[src/rtl/hazard_pkg.sv]
// Shared types and constants for the pipeline hazard controller.
package hazard_pkg;

  typedef enum logic [1:0] {
    RUN     = 2'd0,
    FLUSH   = 2'd1,
    MC_WAIT = 2'd2
  } hz_state_t;

  localparam int PERF_CNT_W = 32;

  function automatic int reg_addr_w(input int reg_count);
    return (reg_count > 1) ? $clog2(reg_count) : 1;
  endfunction

endpackage

[src/rtl/hazard_perf_counter.sv]
// Saturating event counter with synchronous clear, used for stall/flush statistics.
module hazard_perf_counter
  import hazard_pkg::*;
(
  input  logic                  clk,
  input  logic                  clr,
  input  logic                  inc,
  output logic [PERF_CNT_W-1:0] cnt
);

  always_ff @(posedge clk) begin
    if (clr) begin
      cnt <= '0;
    end else if (inc && (cnt != '1)) begin
      cnt <= cnt + PERF_CNT_W'(1);
    end
  end

endmodule

[src/rtl/hazard_ctrl_unit.sv]
// Load-use / taken-branch / multi-cycle-op hazard controller for the IF/ID, ID/EX, EX/MEM registers.
// Define HAZARD_PERF_CNT_EN to build the stall/flush performance counters.
//
// state   | meaning
// RUN     | normal flow; load-use stalls and branch squash handled in-cycle
// FLUSH   | extra wrong-path fetch squash cycles after a taken branch
// MC_WAIT | front end and EX frozen until the multi-cycle op completes
module hazard_ctrl_unit
  import hazard_pkg::*;
#(
  parameter  int REG_COUNT    = 32,
  parameter  int FLUSH_CYCLES = 1,
  parameter  int MC_TIMEOUT   = 64,
  localparam int AW           = reg_addr_w(REG_COUNT)
) (
  input  logic                  clk,
  input  logic                  rst,
  input  logic [AW-1:0]         id_rs1_addr,
  input  logic [AW-1:0]         id_rs2_addr,
  input  logic                  id_uses_rs1,
  input  logic                  id_uses_rs2,
  input  logic [AW-1:0]         ex_rd_addr,
  input  logic                  ex_mem_read,
  input  logic                  ex_branch_taken,
  input  logic                  ex_mc_start,
  input  logic                  ex_mc_done,
  output logic                  pc_write_en,
  output logic                  if_id_write_en,
  output logic                  if_id_flush,
  output logic                  id_ex_flush,
  output logic                  id_ex_hold,
  output logic                  ex_mem_bubble,
  output logic                  mc_timeout,
  output logic [PERF_CNT_W-1:0] stall_cnt,
  output logic [PERF_CNT_W-1:0] flush_cnt
);

  localparam int FW = $clog2(FLUSH_CYCLES + 1);
  localparam int TW = $clog2(MC_TIMEOUT + 1);

  hz_state_t       state_q, state_nxt;
  logic [FW-1:0]   flush_q, flush_nxt;
  logic [TW-1:0]   tmo_q, tmo_nxt;
  logic            tmo_set;
  logic            load_use;

  // x0 can never match: rd must be nonzero, so any matching rs is nonzero too
  assign load_use = ex_mem_read && (ex_rd_addr != '0) &&
                    ((id_uses_rs1 && (id_rs1_addr == ex_rd_addr)) ||
                     (id_uses_rs2 && (id_rs2_addr == ex_rd_addr)));

  always_comb begin
    pc_write_en    = 1'b1;
    if_id_write_en = 1'b1;
    if_id_flush    = 1'b0;
    id_ex_flush    = 1'b0;
    id_ex_hold     = 1'b0;
    ex_mem_bubble  = 1'b0;
    state_nxt      = state_q;
    flush_nxt      = flush_q;
    tmo_nxt        = tmo_q;
    tmo_set        = 1'b0;

    case (state_q)
      RUN: begin
        if (ex_branch_taken) begin
          if_id_flush = 1'b1;
          id_ex_flush = 1'b1;
          if (FLUSH_CYCLES > 1) begin
            state_nxt = FLUSH;
            flush_nxt = FW'(FLUSH_CYCLES - 1);
          end
        end else if (ex_mc_start && !ex_mc_done) begin
          // freeze in the issue cycle so the op is not overwritten in EX
          pc_write_en    = 1'b0;
          if_id_write_en = 1'b0;
          id_ex_hold     = 1'b1;
          ex_mem_bubble  = 1'b1;
          state_nxt      = MC_WAIT;
          tmo_nxt        = TW'(MC_TIMEOUT);
        end else if (load_use) begin
          pc_write_en    = 1'b0;
          if_id_write_en = 1'b0;
          id_ex_flush    = 1'b1;
        end
      end
      FLUSH: begin
        if_id_flush = 1'b1;
        if (ex_branch_taken) begin
          id_ex_flush = 1'b1;
          flush_nxt   = FW'(FLUSH_CYCLES - 1);
        end else if (flush_q == FW'(1)) begin
          state_nxt = RUN;
        end else begin
          flush_nxt = flush_q - FW'(1);
        end
      end
      MC_WAIT: begin
        if (ex_mc_done) begin
          state_nxt = RUN;
        end else begin
          pc_write_en    = 1'b0;
          if_id_write_en = 1'b0;
          id_ex_hold     = 1'b1;
          ex_mem_bubble  = 1'b1;
          if (tmo_q == TW'(1)) begin
            tmo_set = 1'b1;
          end else begin
            tmo_nxt = tmo_q - TW'(1);
          end
        end
      end
      default: state_nxt = RUN;
    endcase

    if (!rst) begin
      pc_write_en    = 1'b0;
      if_id_write_en = 1'b0;
      if_id_flush    = 1'b1;
      id_ex_flush    = 1'b1;
      id_ex_hold     = 1'b0;
      ex_mem_bubble  = 1'b1;
    end
  end

  always_ff @(posedge clk) begin
    if (!rst) begin
      state_q    <= RUN;
      flush_q    <= '0;
      tmo_q      <= '0;
      mc_timeout <= 1'b0;
    end else begin
      state_q <= state_nxt;
      flush_q <= flush_nxt;
      tmo_q   <= tmo_nxt;
      if (tmo_set) mc_timeout <= 1'b1;
    end
  end

`ifdef HAZARD_PERF_CNT_EN
  hazard_perf_counter u_stall_cnt (
    .clk (clk),
    .clr (!rst),
    .inc (!pc_write_en),
    .cnt (stall_cnt)
  );

  hazard_perf_counter u_flush_cnt (
    .clk (clk),
    .clr (!rst),
    .inc (if_id_flush),
    .cnt (flush_cnt)
  );
`else
  assign stall_cnt = '0;
  assign flush_cnt = '0;
`endif

endmodule
[config.mk]
export PLATFORM = sky130hd
export DESIGN_NAME = hazard_ctrl_unit
export DESIGN_NICKNAME = d
export VERILOG_FILES = /design/src/rtl/hazard_pkg.sv /design/src/rtl/hazard_perf_counter.sv /design/src/rtl/hazard_ctrl_unit.sv
export SDC_FILE = /design/constraint.sdc
export NUM_CORES = 1
export LEC_CHECK = 0
export CORE_MARGIN = 4
export CORE_UTILIZATION = 30
export DETAILED_ROUTE_END_ITERATION = 8
export GPL_ROUTABILITY_DRIVEN = 1
export GPL_TIMING_DRIVEN = 0
export PLACE_DENSITY = 0.88
export SYNTH_ARGS = -nofsm -noshare
export SYNTH_HDL_FRONTEND = slang
export SYNTH_SLANG_ARGS = --single-unit
[constraint.sdc]
create_clock -name clk -period 1.8 [get_ports clk]
set_input_delay 0.45 -clock clk [delete_from_list [all_inputs] [get_ports clk]]
set_output_delay 0.45 -clock clk [all_outputs]
set_load 0.05 [all_outputs]
## Word-level counts from Yosys, hierarchy flattened

Cells that the tools add are included.

- Flip-flop bits (word level): 11
- Bits in latches: 0
- RAM bits: 0
- ROM bits: 0
- Input port bits: 23
- Output and inout bits: 71
- Logic and storage cells: 66
- Memories kept: 0

- $add $sub $neg: 2
- Multipliers: 0
- Divide/modulo/power cells: 0
- Order comparisons: 0
- Equal/unequal tests: 12
- Shift-type cells: 0
- Mux-type cells: 36
- Bitwise operators: 0
- Reductions and logical operators: 12

Operators with widths:

| cell | number |
|---|---|
| two-way mux 7 bit | 4 |
| two-way mux 1 bit | 21 |
| != test 2 bit, second input constant | 7 |
| one-hot mux 7 bit (2 select lines) | 1 |
| equality test 5 bit | 2 |
| two-way mux 2 bit | 5 |
| AND reduction 5 bit | 2 |
| one-hot mux 1 bit (2 select lines) | 4 |
| equality test 7 x 1 -> 1 bit, second input constant | 1 |
| subtractor 7 x 1 -> 7 bit, second input constant | 1 |
| one-hot mux 2 bit (3 select lines) | 1 |
| logical AND 1 bit | 5 |
| nonzero test 5 bit | 1 |
| equality test 2 x 1 -> 1 bit, second input constant | 1 |
| equality test 2 bit, second input constant | 1 |
| zero test 2 bit | 1 |
| nonzero test 2 bit | 1 |
| zero test 1 bit | 1 |
| logical OR 1 bit | 1 |
| subtractor 1 bit, second input constant | 1 |

## Depth between registers and ports, before layout

Gate-level depths: netlist (run 1).

- Depth in word-level cells: 9
- Gate-level depth with buffers: 6
- Gate-level depth less buffers: 6

## Worst setup path before layout (run 1)

Ideal clock, no wire load.

- Path kind: input port to output port
- From: input port ex_branch_taken
- To: output port id_ex_flush
- Arrival: 2.180 ns
- Data required time: 1.350 ns
- Path slack: -0.830 ns
- Stages: 3
- Buffers on the path: 0
- Cells stage by stage: inv_1 > o21ai_0 > o21bai_1

- Word-level cells in the longest chain between the ends: 3
- Elaborated cells on any way between the ends: 4
- Classes of those cells: mux (4)

Ends and longest elaborated chain:

| element | line | source |
|---|---|---|
| start, declared | hazard_ctrl_unit.sv:24 | `input logic ex_branch_taken,` |
| two-way mux 1 bit (on tied branches) | hazard_ctrl_unit.sv:89, hazard_ctrl_unit.sv:66 |  |
| one-hot mux 1 bit (2 select lines) * | hazard_ctrl_unit.sv:64 | `case (state_q)` |
| two-way mux 1 bit * | hazard_ctrl_unit.sv:116 | `if (!rst) begin` |
| end, declared | hazard_ctrl_unit.sv:30 | `output logic id_ex_flush,` |

Every way passes the cells marked *; elsewhere a longest branch is shown, timed or not.

## Worst setup path in the final report (run 1)

- From: input port ex_rd_addr[2]
- To: output port pc_write_en

- Word-level cells in the longest chain between the ends: 9
- Elaborated cells on any way between the ends: 13
- Classes of those cells: eq/ne (2); mux (5); reduce/logical (6)

Ends and longest elaborated chain:

| element | line | source |
|---|---|---|
| start, declared | hazard_ctrl_unit.sv:22 | `input logic [AW-1:0] ex_rd_addr,` |
| equality test 5 bit (on tied branches) | hazard_ctrl_unit.sv:49, hazard_ctrl_unit.sv:50 |  |
| logical AND 1 bit (on tied branches) | hazard_ctrl_unit.sv:49, hazard_ctrl_unit.sv:50 |  |
| logical OR 1 bit | hazard_ctrl_unit.sv:49 | `((id_uses_rs1 && (id_rs1_addr == ex_rd_addr)) \|\|` |
| logical AND 1 bit * | hazard_ctrl_unit.sv:48 | `assign load_use = ex_mem_read && (ex_rd_addr != '0) &&` |
| two-way mux 1 bit * | hazard_ctrl_unit.sv:81 | `end else if (load_use) begin` |
| two-way mux 1 bit * | hazard_ctrl_unit.sv:73 | `end else if (ex_mc_start && !ex_mc_done) begin` |
| two-way mux 1 bit * | hazard_ctrl_unit.sv:66 | `if (ex_branch_taken) begin` |
| one-hot mux 1 bit (2 select lines) * | hazard_ctrl_unit.sv:64 |  |
| two-way mux 1 bit * | hazard_ctrl_unit.sv:116 |  |
| end, declared | hazard_ctrl_unit.sv:27 | `output logic pc_write_en,` |

Marks and branches as above.

==> results.yml, run 1 <==
run_status:
  outcome: "complete, but fails checks"
  violations: "setup timing"
critical_path:
  crit_buf_inv: 3
  end_kind: "output pin"
  path_delay_family: "simple AND/OR/NAND/NOR gates"
  startpoint_type: "primary input"
  max_stage_delay_ps: 560
  cp.required_ps: 1350
  path_common_cell: "buf_8"
  startpoint: "ex_rd_addr[2]"
  crit_type: "in -> out"
  crit_slowest_cell: "or4_4"
  worstPathMaxFanout: 3
  arrival_ps: 1710
  crit_path_cell_trace: "buf_6 -> or4_4 -> o2111ai_4 -> o21ba_4 -> buf_8 -> buf_8"
  worstReg2RegStart: "tmo_q[1]"
route:
  vias: 1071
  viasPerCell: 3.618
  postRouteAntennaNets: 0
  drt_pass1_iterations: 4
  wl_per_cell_um: 9.831
  drt-total-wl_mm: 2.910
  drc: 0
  first_iter_violations: 23
clock_tree:
  cts_inserted_buffers: 3
  htree_levels: 1
  worstSkewPairLatency_ps: 240
  cts_hold_buf: 0
  clk_pin_slew_ps: 40
  clock_path_buffers: 2
  cts-root-buf: "clkbuf_8"
  cts.sinks: 9
  cts_tree: "yes"
floorplan:
  die_y_um: 70.58
  die-width_um: 70.58
  core_area_um2: 3716
  dieArea_um2: 4982
  rows: 22
  pin_count: 94
  initial_core_util_pct: 31.62
finish:
  regArea_um2: 180.2
  drive_above_1_share_pct: 45.56
  nets: 274
  multi_input_area_um2: 823.3
  utilization_pct: 51.28
  antennaDiodeCount: 0
  layout_common_cells: "buf_4 (69), conb_1 (64), dfxtp_1 (9)"
  syn_to_final_growth_pct: 62.19
  fillers: 377
  final_common_cell: "buf_4"
  design_area_um2: 1906
synth:
  ys_seq_area_share_pct: 15.34
  synth_cell_types: 37
  syn_area_um2: 1175
  syn_inst: 148
  synth_flop_cell: "dfxtp_1"
  synthArstFlopShare_pct: 0
  yosys_warnings: 0
  synth-seq-cells: 9
  synth-edff-count: 0
  avgSynthCellArea_um2: 7.938
place:
  numPortBuffers: 29
  place_area_um2: 1800
  gp_congestion: 0.7735
  dp_hpwl_mm: 2.380
global_routing:
  grt_first_pass_wirelength_mm: 4.485
  grt_max_degree: 11
  antenna_found_initial: 0
  grt_remaining_overflow: 0
  grt_pass1_vias: 1021
  grt_use_total_pct: 10.87
timing:
  hold_viol_final: 0
  skew_ps: 7.270
  setup-violations-final: 3
  tightest_slew_ps: 502.1
  drv_slew: 0
  period_needed_ps: 2164
  hold_ws_ps: 476.9
  relSlewSlack_pct: 66.05
  rsz0062_at_grt: "true"
  period_share_pct: 120.2
  post-route-worst-setup-slack_ps: -363.9
  max_clock_freq_mhz: 462.1
power:
  powerDensity_nw_per_um2: 579.0
  p_leak_nw: 1.024
  vdd_drop_max_mv: 0.3265
  power.total_mw: 1.103
job:
  cap_violations: 0
min_path:
  min-delay-start: "mc_timeout"
  hp-class: "reg -> reg"
## kinds of logic after synthesis
| kind of cell | Yosys count | share of synthesized area (%) |
|---|---|---|
| buffers and inverters | 73 | 44.20 |
| other | 1 | 0.3192 |
| and+or+nand+nor | 29 | 16.40 |
| DFF | 9 | 15.34 |
| muxes | 1 | 0.9584 |
| adders and majority gates | 2 | 2.130 |
| xor gates and xnor gates | 10 | 7.455 |
| AOI/OAI and AO/OA | 23 | 13.21 |
## synthesized netlist by cell type (all sizes together) (3+ instances only)
library cell	number	area [um^2]
a21oi	7	35.03
buf	65	488.0
dfxtp	9	180.2
inv	7	26.28
nand2	4	15.01
nor2	8	30.03
nor4	3	33.78
o21ai	5	28.78
xor2	8	70.07
## state kept, by name (all words and copies together), names as in the netlist
register,cells
mc_timeout,1
state_q,1
tmo_q,7
## area by class of cell
type | instances | share of cell area, %
Clock buffer | 4 | 2.364
Buffer | 66 | 26.26
Timing Repair Buffer | 33 | 14.18
Multi-Input combinational cell | 129 | 43.20
Sequential cell | 9 | 9.455
Tap cell | 48 | 3.152
Inverter | 7 | 1.379
## where the power goes
part	internal, mW	switching [mW]
Combinational	0.210	0.432
Sequential	0.210	0.0127
Clock	0.155	0.0835
Total	0.575	0.528
## worst paths after layout
kind                               endpoint  slack [ps]  cells after the start
worst max-delay path            pc_write_en        -360                      6
worst min-delay path             mc_timeout         480                      2
worst max register to register     tmo_q[5]         150                      6
worst min register to register   mc_timeout         480                      2
## metrics by stage
stage	worst slack, ps	TNS, ps	cells
6_report	-363.9	-1012	296
3_5_place_dp	-1447	-7884	288
4_1_cts	-378.3	-949.2	294
3_3_place_gp	-1398	-7549	288
5_1_grt	-417.3	-1164	296
2_1_floorplan	-274.3	-606.4	211
## per-layer routing
| layer | track usage [%] | part of all wire (%) | vias to the layer above |
|---|---|---|---|
| met2 | 21.83 | 58 | 47 |
| met5 | 0 | 0 | - |
| met3 | 3.409 | 10 | 9 |
| li1 | - | - | 565 |
| met4 | 4.384 | 2.2 | 0 |
| met1 | 9.932 | 29 | 450 |
## tightest hold or removal path, delay by kind of cell, from the launching register on
kind / cells / cell delay (ps)
and+or+nand+nor: 1 / 70
DFF: 1 / 330
AOI/OAI and AO/OA: 1 / 40
## repair_timing
item                       in CTS  in global routing
gates resized for setup        93                 18
setup endpoints to repair      10                  5
setup buffers                   2                  2
pin swaps                      13                 10
(Power assumes the default switching activity.)
==> run 2: changes to the inputs <==
--- a/config.mk
+++ b/config.mk
@@ -7,9 +7,11 @@
 export LEC_CHECK = 0
 export CORE_MARGIN = 4
 export CORE_UTILIZATION = 30
+export CTS_CLUSTER_SIZE = 12
 export DETAILED_ROUTE_END_ITERATION = 8
 export GPL_ROUTABILITY_DRIVEN = 1
 export GPL_TIMING_DRIVEN = 0
+export HOLD_SLACK_MARGIN = 0.02
 export PLACE_DENSITY = 0.88
 export SYNTH_ARGS = -nofsm -noshare
 export SYNTH_HDL_FRONTEND = slang
==> results of run 2 <==
No change in the layout: final DEF, timing and power equal those of run 1.
==> edit, RTL diff (settings of run 2) <==
Make the reset (`rst`) asynchronous in one clocked block.
--- a/src/rtl/hazard_ctrl_unit.sv
+++ b/src/rtl/hazard_ctrl_unit.sv
@@ -124,5 +124,5 @@
   end
 
-  always_ff @(posedge clk) begin
+  always_ff @(posedge clk or negedge rst) begin
     if (!rst) begin
       state_q    <= RUN;
Function: no difference found for any inputs over 10 cycles, from zero or initial values and one cycle with rst low; that may be too few to reach the edited logic, so the function may still have changed.
==> edit against run 2 <==
  * The flow still finishes with violations (negative setup slack)
  * Highest routed layer unchanged
  * Maximum frequency grew 1.7%
  * Synthesized area grew 0.43%
  * Total power grew 45%
  * Register-to-register slack lost 0.13 ns
  * Design area grew 1.6%
  * First-iteration DRC count grew 17%
  * Non-clock buffer count grew 9
  * Sequential power grew 56%
  * Sequential cell count is the same
  * Worst setup slack gained 0.035 ns
  * Critical path type unchanged
  * Clock power grew 2%
  * Global-route usage grew 0.73 points
  * Routed wire length grew 3.6%
==> edit: results (changes against run 2) <==
| Metric | Value |
|---|---|
| Status | `finished, violations left (unchanged)` |
| Failing checks | `negative setup slack (unchanged)` |
| Setup_tns | `-0.943 ns (was -1.01 ns)` |
| DP Wirelength | `2.46 mm (was 2.38 mm)` |
| FF-to-FF Start | `tmo_q[4] (was tmo_q[1])` |
| Ys flop type | `dfrtp_1 (was dfxtp_1)` |
| Area contributors post-synth | `buf_4 41%, dfrtp_1 19%, xnor2_1 7.4% (was buf_4 42%, dfxtp_1 15%, xor2_1 6.0%)` |
| Crit path to | `id_ex_flush (was pc_write_en)` |
| Nets@finish | `277 (was 274)` |
| Reg2reg path depth | `3 (was 6)` |
| Critical path arrival | `1.68 ns (was 1.71 ns)` |
| Max IR drop VDD | `292 µV (was 327 µV)` |
| Crit path max fanout | `2 (was 3)` |
| Initial antenna violation count | `0 (unchanged)` |
| Critical path origin | `ex_rd_addr[3] (was ex_rd_addr[2])` |
| Synth async-reset ratio | `100% (was 0%)` |
| First-pass GRT wire length | `4.63 mm (was 4.49 mm)` |
| Commonest cells post-synth | `65 x buf_4, 10 x xnor2_1, 9 x dfrtp_1 (was 65 x buf_4, 9 x dfxtp_1, 8 x nor2_1, 8 x xor2_1)` |
| Netlist cell types | `32 (was 37)` |
| Vias in the first global route | `1065 (was 1021)` |
| RR Endpoint | `tmo_q[6] (was tmo_q[5])` |
| CTS buffer count | `3 (unchanged)` |
| Pin count of the biggest net entering global routing | `12 (was 11)` |
| RePlAce Congestion | `0.704 (was 0.774)` |
| Leak | `1.10 nW (was 1.02 nW)` |
| Hold crit path type | `input pin to asynchronous set/reset pin (was flop to flop)` |
| Reg2Reg Setup Slack | `0.02 ns (was 0.15 ns)` |
| Initial drt markers | `27 (was 23)` |
| Fillers | `372 (was 377)` |
| Clk_skew | `0.00427 ns (was 0.00727 ns)` |
| Largest registers | `tmo_q x7, mc_timeout x1, state_q x1 (unchanged)` |
| Share of layout cells above drive strength 1 | `46.2% (was 45.6%)` |
| Total GRT Usage | `11.6% (was 10.9%)` |
| Placed instance area | `0.00179 mm² (was 0.00180 mm²)` |
| Clock Pin Slew Worst Setup and Hold Paths | `0.05 ns` |
| Sequential share of the synthesized area | `19.1% (was 15.3%)` |
| Max Slew Vio Count | `0 (unchanged)` |
| Max stage delay cell, worst path | `or4_1 (was or4_4)` |
| Area grow syn2layout | `64.1% (was 62.2%)` |
| Yosys warnings | `0 (unchanged)` |
| Fin worst setup slack | `-0.328 ns (was -0.364 ns)` |
| WL/cell | `10.1 µm (was 9.83 µm)` |
| Crit-path max cell delay | `0.51 ns (was 0.56 ns)` |
| Maximum clock insertion buffer count | `2 (unchanged)` |
| Final setup fails | `3 (unchanged)` |
| Vias per cell | `3.61 (was 3.62)` |
[edit: changes by cell type after synthesis, moves of 3 or more]
cell	delta
dfrtp_1	+9
dfxtp_1	-9
xnor2_1	+8
xor2_1	-8
a21oi_1	-3
o22ai_1	+3
[edit: where the power goes]
group	switching [mW]	internal, mW	leakage [nW]
logic	0.584	0.423	0.967
registers	0.0697	0.277	0.107
clock network	0.0906	0.152	0.0255
[edit: logic make-up after synthesis]
group           share of synthesized area, %
buf+inv                                 43.9
other cells                            0.318
fa+ha+maj                               2.12
compound gates                          11.6
mux                                     2.65
xor+xnor                                7.42
flops                                   19.1
simple gates                            12.9
[edit: repair_timing]
action,in CTS,in global routing
resized for setup,86,10
pin swaps,20,6
endpoints found under the setup margin,13,10
cloned,0,0
setup buffers,9,5
[edit: area by class of cell]
class                   instances  area share, %
multi-input cells             122           37.1
plain buffers                  65           25.4
repair buffers                 43           18.7
flip-flops and latches          9           11.8
well taps                      48           3.10
clock buffers                   3           2.13
inverters                       8           1.55
clock inverters                 1          0.259
[edit: per-stage QoR]
stage	worst slack (ns)	hold WS, ns	instances
final	-0.328	0.0611	299
after global routing	-0.346	0.0649	299
after CTS	-0.340	0.0740	294
after detailed placement	-1.45	0.471	281
after global placement	-1.43	0.450	281
after floorplan	-0.460	0.154	204
[edit: layer usage]
metal / part of all wire, % / vias to the layer above / GRT usage [%]
met5: 0 / - / 0
li1: - / 566 / -
met3: 5.9 / 5 / 2.84
met1: 34 / 461 / 11.0
met2: 58 / 47 / 22.9
met4: 1.9 / 0 / 5.64
